--- config.mk ---
export PLATFORM = sky130hd
export DESIGN_NAME = divider
export DESIGN_NICKNAME = d
export VERILOG_FILES = /design/src/rtl/divider.sv
export SDC_FILE = /design/constraint.sdc
export NUM_CORES = 1
export LEC_CHECK = 0
export ABC_AREA = 1
export BUFFER_PORTS_ARGS = -buffer_cell sky130_fd_sc_hd__buf_2
export CAP_MARGIN = 10
export CORE_ASPECT_RATIO = 0.5
export CORE_MARGIN = 5
export CORE_UTILIZATION = 40
export CTS_CLUSTER_DIAMETER = 80
export DETAILED_ROUTE_END_ITERATION = 16
export SYNTH_ARGS = -nofsm -noshare
export SYNTH_HDL_FRONTEND = slang
export SYNTH_SLANG_ARGS = --single-unit
--- constraint.sdc ---
create_clock -name clk -period 3.96 [get_ports clk]
set_input_delay 0.198 -clock clk [delete_from_list [all_inputs] [get_ports clk]]
set_output_delay 0.198 -clock clk [all_outputs]
set_load 0.02 [all_outputs]
--- src/rtl/divider.sv ---
// divider: 64-bit iterative restoring divider for UDIV/SDIV.
// Fixed 66-cycle latency: 64 CALC steps, one FIXUP, one DONE.
module divider (
    input  logic        clk,
    input  logic        rst_n,
    input  logic        div_start,
    input  logic        div_mode,
    input  logic [63:0] dividend,
    input  logic [63:0] divisor,
    output logic [63:0] div_result,
    output logic        divider_done,
    output logic        div_busy
);
    typedef enum logic [1:0] {IDLE, CALC, FIXUP, DONE} state_e;
    state_e      state_q;
    logic [5:0]  cnt_q;
    logic [63:0] rem_q, quo_q, dvs_q, res_q;
    logic        neg_q, dz_q, done_q;
    logic [63:0] mag_a_d, mag_b_d, rem_d, quo_d, res_d;
    logic [64:0] shift_d, trial_d;
    logic        ge_d;
    always_comb begin
        mag_a_d = (div_mode && dividend[63]) ? -dividend : dividend;
        mag_b_d = (div_mode && divisor[63]) ? -divisor : divisor;
        shift_d = {rem_q, quo_q[63]};
        // remainder < divisor, so the 65-bit difference never overflows its sign bit
        trial_d = shift_d - {1'b0, dvs_q};
        ge_d    = ~trial_d[64];
        rem_d   = ge_d ? trial_d[63:0] : shift_d[63:0];
        quo_d   = {quo_q[62:0], ge_d};
        res_d   = dz_q ? '0 : neg_q ? -quo_q : quo_q;
    end
    always_ff @(posedge clk or negedge rst_n) begin
        if (!rst_n) begin
            state_q <= IDLE;
            cnt_q   <= '0;
            rem_q   <= '0;
            quo_q   <= '0;
            dvs_q   <= '0;
            res_q   <= '0;
            neg_q   <= 1'b0;
            dz_q    <= 1'b0;
            done_q  <= 1'b0;
        end else begin
            done_q <= 1'b0;
            case (state_q)
                IDLE: if (div_start) begin
                    rem_q   <= '0;
                    quo_q   <= mag_a_d;
                    dvs_q   <= mag_b_d;
                    neg_q   <= div_mode & (dividend[63] ^ divisor[63]);
                    dz_q    <= (divisor == '0);
                    cnt_q   <= '0;
                    state_q <= CALC;
                end
                CALC: begin
                    rem_q <= rem_d;
                    quo_q <= quo_d;
                    cnt_q <= cnt_q + 6'd1;
                    if (cnt_q == 6'd63) state_q <= FIXUP;
                end
                FIXUP: begin
                    res_q   <= res_d;
                    state_q <= DONE;
                end
                DONE: begin
                    done_q  <= 1'b1;
                    state_q <= IDLE;
                end
                default: state_q <= IDLE;
            endcase
        end
    end
    assign div_result   = res_q;
    assign divider_done = done_q;
    assign div_busy     = (state_q != IDLE);
endmodule

# After elaboration in Yosys (flattened, before gate mapping)
# Cells that the tools add are included.
dict set report totals {
  ff_bits 267
  output_inout_bits 66
  elab_cells 47
}
dict set report classes {
  n_addsub 5
  eq_ne 6
  n_mux 15
  bitwise_logic 3
  reduce_logical 9
}
# cell count
set ops {}
lappend ops {{$mux 64} 7}
lappend ops {{$pmux 64 s2} 2}
lappend ops {{$neg 64->64} 3}
lappend ops {{$sub 65x64->65} 1}
lappend ops {{$logic_not 64->1} 1}
lappend ops {{$pmux 6 s2} 1}
lappend ops {{$pmux 2 s4} 1}
lappend ops {{$add 6x1->6 const B} 1}
lappend ops {{$eq 6x6->1 const B} 1}
lappend ops {{$mux 6} 1}
lappend ops {{$reduce_and 2->1} 3}
lappend ops {{$eq 2x2->1 const B} 2}
lappend ops {{$mux 2} 2}
lappend ops {{$ne 2x2->1 const B} 2}
lappend ops {{$reduce_bool 2->1} 2}
lappend ops {{$eq 2x1->1 const B} 1}
lappend ops {{$logic_and 1x1->1} 2}
lappend ops {{$logic_not 2->1} 1}
lappend ops {{$and 1x1->1} 1}
lappend ops {{$mux 1} 1}
lappend ops {{$not 1->1} 1}
lappend ops {{$xor 1x1->1} 1}

# Logic depth before layout (Yosys ltp)
# Gate-level depths: netlist of run 1.
dict set report depth {
  word_depth 4
  ltp_mapped 21
  depth_no_buf 19
}

# Worst setup path after synthesis of run 1
# OpenSTA, ideal clock, no wires.
dict set report synth_timing {
  path_type {reg2reg}
  from {reg quo_q[63]}
  to {reg rem_q[26]}
  arrival_time_ns 2.357
  required_time_ns 3.843
  path_slack_ns 1.486
  path_stages_with_launch 21
  synth_period_minus_slack_ns 2.474
  cell_sequence {dfrtp_1 inv_1 ha_1 inv_1 fa_1 nand2_1 nand2_1 nand3_1 nand2_2 nand2_1 nand2_2 nand2_2 nand2_2 nand2_2 nand3_2 nand2_4 buf_6 buf_12 nand2_2 nand3_1 nand2_1}
}
dict set report synth_via {
  elab_chain_cells 3
}
# element line_no
set synth_rtl {}
lappend synth_rtl {{from (decl)} 17} ;# logic [63:0] rem_q, quo_q, dvs_q, res_q;
lappend synth_rtl {{from (signal assigned)} 49} ;# quo_q <= mag_a_d;
lappend synth_rtl {{from (signal assigned)} 58} ;# quo_q <= quo_d;
lappend synth_rtl {{$sub 65x64->65} 27} ;# trial_d = shift_d - {1'b0, dvs_q};
lappend synth_rtl {{$mux 64} 29} ;# rem_d = ge_d ? trial_d[63:0] : shift_d[63:0];
lappend synth_rtl {{$pmux 64 s2} 46} ;# case (state_q)
lappend synth_rtl {{to (signal assigned)} 57} ;# rem_q <= rem_d;
lappend synth_rtl {{to (decl)} 17}
# No other way between the ends.
# A chain may end at the register's enable or synchronous reset.

# Worst setup path in the final report of run 1
dict set report layout_timing {
  from {reg quo_q[63]}
  to {reg rem_q[44]}
}
# Same word-level chain as after synthesis.

==> metrics.md, run 1 <==
| Metric | Value |
|---|---|
| Gpl congestion | `0.972` |
| Register bit total from synthesis | `~270` |
| Critical path launch point type | `flip-flop` |
| DP Cell Count | `4938` |
| Die Area | `0.0648 sq mm` |
| Row cnt | `63` |
| Unrepaired setup endpoints after global routing | `no` |
| Adder-Cell Fraction of Synth Area | `3.87%` |
| # Post-CTS Setup Buffers | `0` |
| R2R Setup Slk | `a little over 0.7 ns` |
| I/O pins | `approximately 200` |
| CTS resizes | `0` |
| CP Class | `reg -> reg` |
| # setup viols final | `0` |
| Skew-Pair Late Insertion Delay | `0.62 ns` |
| Leakage | `about 0.015 uW` |
| Initial Util | `40.3%` |
| Actual slew at the worst max-slew pin | `1.18 ns` |
| Leading area contributor after synthesis | `dfrtp_1` |
| DR vias | `25730` |
| Simple-gate portion of the synthesized area | `about two fifths` |
| Status | `finished clean` |
| Post-synthesis sequential area ratio | `28.1%` |
| Arrival time at the worst endpoint | `3.73 ns` |
| Filler instances | `6489` |
| Share of cells above drive strength 1 | `8.19%` |
| Yosys warns | `0` |
| Fin. Hold Viols | `0` |
| CTS max path bufs | `3` |
| Clock buffer count from CTS | `29` |
| Syn_area_per_cell | `~5.9 sq um` |
| Critical path's slowest cell | `nand2_4` |
| Clk root buf | `clkbuf_16` |
| Crit-path max cell delay | `0.67 ns` |
| Post-synthesis mux area share | `0%` |
| Clk slew on worst S/H paths | `0.07 ns` |
| Post-synth top flop | `dfrtp_1` |
| # DRC | `0` |
| Vias in the first global route | `24343` |
| Total Wirelength | `92100 um` |
| Via density | `5.09` |
| Area contributors post-synth | `dfrtp_1, nand2_1, inv_1` |
| Antenna viol nets, final | `0` |
| Top cell type's share of synthesized area | `28.1%` |
| Critical path, cell by cell | `inv_1, ha_1, inv_1, fa_1, nand2_1, nand2_1, nand3_1, nand2_2, nand2_1, nand2_2, nand2_2, nand2_2, nand2_2, nand3_2, nand2_4, nand2_1, nand3_1, nand2_1` |
| Drt pass-1 iters | `6` |
| Period utilization | `81.7%` |
| Slew headroom | `21.6%` |
| Syn_nets | `4251` |
| CTS tree | `done` |
| Power Total | `16600 uW` |
| Initial DRC count | `2354` |
| Net count, final | `4458` |
| # diodes | `0` |
| P per Cell Area | `613 mW/mm^2` |
| Post-Synthesis Cells | `roughly 4000` |
| Setup_tns | `0 ns` |
| Die Height | `183 um` |
| Buffers on Ports | `197` |
| Compound-Gate Fraction of Synth Area | `10.9%` |
| Setup Skew | `0.0230 ns` |
| Fraction of registers with async set/reset | `100%` |
| VDD IR max | `524 uV` |
| Hold_ws | `0.0254 ns` |
| Xor and xnor area share after synthesis | `4.23%` |
| EDFF count, synth | `0` |
| CP endpoint kind | `flip-flop` |
| P&R area growth vs syn | `14.1%` |
| Slew Viols, Final | `0` |
| Final min period | `3.24 ns` |
| Hold crit path type | `in -> reg` |
| Largest family of logic cells by synthesized area | `simple AND/OR/NAND/NOR gates` |
| Clock sinks | `267` |
| Die Wd | `355 um` |
| GRT Util Overall | `28.0%` |
| Pin count of the biggest net entering global routing | `about 110` |
| Synth unique cells | `50` |
| Mapped cell area | `0.0238 sq mm` |
| Critical path peak fanout | `58` |
| # H-tree levels | `1` |
| CTS Hold Bufs | `64` |
| Initial antenna violation count | `0` |
| First-pass GRT wire length | `143000 um` |
| Final Non-Filler Cells | `5052` |
| Wire per inst | `18.2 um` |
| Grt total ovfl | `0` |
| Achievable Freq | `0.309 GHz` |
| # Max-Cap Violations | `0` |
| Post-DP HPWL | `73200 um` |
| WP data required | `4.46 ns` |
| Core ar. | `around 0.06 sq mm` |
[Yosys cell counts, types with 4 or more instances]
library cell	n
nand4_1	67
nor2_1	399
buf_2	9
clkinv_1	4
xnor2_1	37
a31oi_1	9
o21ai_1	18
buf_1	16
xor2_1	78
and3_1	4
nor2_2	10
nand3b_1	6
clkbuf_1	72
o21ai_0	258
o221ai_1	4
inv_1	686
buf_4	5
dfrtp_1	267
nor3b_1	5
a21oi_1	155
nand3_1	266
nor2_4	5
ha_1	72
nor3_1	53
nand2_2	33
inv_2	5
and2_1	5
nand2_1	1417
o211ai_1	19
or2_2	14
nor4_1	10
[placed cells by master, fill, tap and decap left out, types with 67 or more instances in the layout]
cell | synthesis | routed
a21oi_1 | 155 | 155
buf_2 | 9 | 196
dfrtp_1 | 267 | 266
ha_1 | 72 | 71
inv_1 | 686 | 682
nand2_1 | 1417 | 1416
nand3_1 | 266 | 266
nand4_1 | 67 | 67
nor2_1 | 399 | 398
o21ai_0 | 258 | 258
xor2_1 | 78 | 78
[cells by family after synthesis]
family	Yosys count
xor gates and xnor gates	115
buffers and inverters	800
adders and majority gates	73
DFF	267
AOI/OAI and AO/OA	488
and+or+nand+nor	2303
[worst max-delay path, delay by kind of cell, from the launching register on]
family        cells  cell delay, ns
buf+inv           2            0.17
flops             1            0.39
fa+ha+maj         2            0.59
simple gates     14            1.91
[registers in the layout (all words and copies together) (netlist names)]
signal,count
quo_q,64
rem_q,64
dz_q,1
state_q,2
div_result,64
cnt_q,6
divider_done,1
neg_q,1
dvs_q,64
[layer usage]
layer	GRT usage (%)	up-vias	part of all wire, %
li1	-	13000	-
met1	39.7	11812	47
met2	45.1	782	44
met3	3.59	136	5.7
met4	7.55	0	3.1
met5	0	-	0
[path summary, 6_finish.rpt]
path                                             from  depth (start not counted)                         end
max                             quo_q[63]$_DFFE_PN0P_                         18       rem_q[44]$_DFFE_PN0P_
min                                       divisor[62]                          5       dvs_q[62]$_DFFE_PN0P_
max reg2reg                     quo_q[63]$_DFFE_PN0P_                         18       rem_q[44]$_DFFE_PN0P_
min reg2reg                div_result[34]$_DFFE_PN0P_                          2  div_result[34]$_DFFE_PN0P_
max in group asynchronous                       rst_n                          3       rem_q[36]$_DFFE_PN0P_
min in group asynchronous                       rst_n                          2  div_result[14]$_DFFE_PN0P_
[power breakdown]
group	internal, uW	switching [uW]	leakage, uW
combinational	2680	6450	0.0107
clock	1620	1290	0.000468
sequential	3780	823	0.00340
[cell type report]
| type | instances | area [sq um] | share of cell area, % |
|---|---|---|---|
| Timing Repair Buffer | 281 | 1850 | 6.81 |
| Clock inverter | 11 | 160 | 0.590 |
| Clock buffer | 39 | 803 | 2.96 |
| Sequential cell | 267 | 6680 | 24.6 |
| Tap cell | 780 | 976 | 3.59 |
| Inverter | 695 | 2610 | 9.61 |
| Multi-Input combinational cell | 2979 | 14100 | 51.8 |
[per-stage QoR]
stage	setup slack [ns]	cell area [sq um]	util, %
detailed placement	0.744	25600	43.2
global route	0.403	27200	45.9
finish	0.724	27200	45.9
global placement	0.873	25600	43.2
CTS	0.715	27200	45.9
floorplan	1.49	23800	-
No activity file was read; power rests on OpenSTA's default activity.
==> inputs of run 2 (changes only) <==
clock period = 3.3 ns   (was 3.96 ns; I/O delays follow)
==> metrics.md, run 2 (same netlist as run 1, synthesis figures left out) <==
| Metric | Value |
|---|---|
| Hold Path Depth | `5` |
| Area post-placement | `~0.026 sq mm` |
| First-pass GRT wire length | `around 140000 um` |
| Sw power | `10300 uW` |
| Comb power frac | `54.8%` |
| Buffers on Ports | `197` |
| Gpl congestion | `0.990` |
| WP data required | `3.83 ns` |
| CTS tree | `done` |
| Fin. Hold Viols | `0` |
| Critical path peak fanout | `4` |
| CTS resizes | `0` |
| Worst Path Buf+Inv | `5` |
| Initial antenna violation count | `2` |
| # setup viols final | `0` |
| Share of cells above drive strength 1 | `8.68%` |
| Setup_tns | `0 ns` |
| Vias in the first global route | `between 20000 and 25000` |
| Clk slew on worst S/H paths | `roughly 0.060 ns` |
| R2R Setup Slk | `roughly 0.43 ns` |
| Critical path, cell by cell | `dlygate4sd3_1, buf_2, inv_1, buf_4, nand4_1, nor2_1, nand3_1, nor2_1, nand3_1, nor2_1, nand2_1, nand2_1, nand3_1, dlygate4sd3_1, o21ai_0` |
| Cell area after layout | `0.0277 sq mm` |
| DR vias | `about 26000` |
| Sequential Power Share | `between 20% and 30%` |
| Initial DRC count | `2381` |
| VDD IR max | `611 uV` |
| Setup Skew | `0.0166 ns` |
| Unrepaired setup endpoints after global routing | `no` |
| Slew Viols, Final | `0` |
| Achievable Freq | `0.319 GHz` |
| Crit-path max cell delay | `0.56 ns` |
| Hold crit path type | `in -> reg` |
| Total Wirelength | `92100 um` |
| Die Area | `0.0648 sq mm` |
| CP Class | `in -> reg` |
| Wire per inst | `between 15 and 20 um` |
| RR Endpoint | `rem_q[23]$_DFFE_PN0P_` |
| GRT Util Overall | `28.0%` |
| Leakage | `0.0148 uW` |
| CP endpoint kind | `flip-flop` |
| # H-tree levels | `1` |
| Reg2reg start | `quo_q[63]$_DFFE_PN0P_` |
| Grt total ovfl | `0` |
| Hold_sp | `dividend[40]` |
| Critical path's slowest cell | `dlygate4sd3_1` |
| I/O pins | `198` |
| Row cnt | `63` |
| Arrival time at the worst endpoint | `around 3.7 ns` |
| Status | `finished clean` |
| Setup WS pre-CTS | `0.452 ns` |
| Antenna viol nets, final | `0` |
| Via density | `5.10` |
| Die Height | `183 um` |
| Clock buffer count from CTS | `29` |
| Critical path launch point type | `primary input` |
| P&R area growth vs syn | `16.4%` |
| Initial Util | `40.3%` |
| Top cell family by delay on the critical path | `simple AND/OR/NAND/NOR gates` |
| Clock sinks | `267` |
| Hold_ws | `0.0424 ns` |
| Core ar. | `0.0591 sq mm` |
| Die Wd | `355 um` |
| Clock Power Share | `18.0%` |
| # DRC | `0` |
| Final min period | `3.14 ns` |
| Power Total | `20300 uW` |
| CTS max path bufs | `3` |
| Slew headroom | `44.1%` |
| Skew-Pair Late Insertion Delay | `around 0.63 ns` |
| P per Cell Area | `about 730 mW/mm^2` |
| Actual slew at the worst max-slew pin | `between 0.8 and 0.9 ns` |
| Worst Setup SP | `divisor[0]` |
| Most frequent cells in the layout | `nand2_1, inv_1, nor2_1` |
| Final worst slack | `about 0.16 ns` |
| Clk root buf | `clkbuf_16` |
| Worst R2R Path Depth | `19` |
| Commonest non-fill, non-tap cell in the layout | `nand2_1` |
| Hold Path End | `quo_q[40]$_DFFE_PN0P_` |
| Net count, final | `approximately 4500` |
| Post-DP HPWL | `73500 um` |
| Drt pass-1 iters | `5` |
| # Max-Cap Violations | `0` |
| Sw frac | `50.8%` |
| Int Pwr | `9990 uW` |
| Period utilization | `95.1%` |
| Pin count of the biggest net entering global routing | `77` |
-- run 2: worst max path at each step --
| stage | end | slack [ns] | cells after the start |
|---|---|---|---|
| 2_1_floorplan | rem_q[26]$_DFFE_PN0P_ | 0.83 | 20 |
| 3_5_place_dp | rem_q[30]$_DFFE_PN0P_ | 0.45 | 19 |
| 5_1_grt | dvs_q[63]$_DFFE_PN0P_ | 0.04 | 15 |
| 3_3_place_gp | rem_q[50]$_DFFE_PN0P_ | 0.50 | 13 |
| 4_1_cts | dvs_q[63]$_DFFE_PN0P_ | 0.28 | 15 |
| 6_report | dvs_q[63]$_DFFE_PN0P_ | 0.16 | 15 |
-- run 2: cell type report --
cell class | instances | area, sq um
well taps | 780 | 976
multi-input cells | 2979 | 14100
fillers | 6363 | 31400
diodes | 1 | 2.50
inverters | 695 | 2610
clock inverters | 12 | 191
repair buffers | 326 | 2310
clock buffers | 42 | 855
flip-flops and latches | 267 | 6680
-- run 2: power by group through the flow --
stage / sequential, uW / clock, uW / combinational (uW)
floorplan: 5680 / 0 / 7050
global placement: 5500 / 0 / 10900
detailed placement: 5540 / 0 / 10900
CTS: 5480 / 3760 / 11100
global route: 5670 / 3870 / 12500
finish: 5510 / 3660 / 11100
-- run 2: stage by stage --
| stage | cells | utilization [%] |
|---|---|---|
| 6_report | 5102 | 46.9 |
| 2_1_floorplan | 4046 | - |
| 3_5_place_dp | 4958 | 43.6 |
| 3_3_place_gp | 4958 | 43.6 |
| 5_1_grt | 5101 | 46.9 |
| 4_1_cts | 5101 | 46.9 |
-- run 2: repair_timing --
action,4_1_cts,5_1_grt
endpoints found under the hold margin,206,0
hold buffers,89,0
buffers inserted,0,0
-- run 2: worst min-delay path, cell delays in order --
cell and delay [ns]:
buf_2 0.10, inv_1 0.10, xor2_1 0.08, nand2_1 0.07, o2bb2ai_1 0.10
-- run 2: layer usage --
metal	track usage (%)	vias to the layer above	wire, um
met5	0	-	0
met4	10.8	0	4140
met3	3.42	180	5810
met2	44.1	880	39300
met1	39.4	11853	42900
li1	-	13121	-
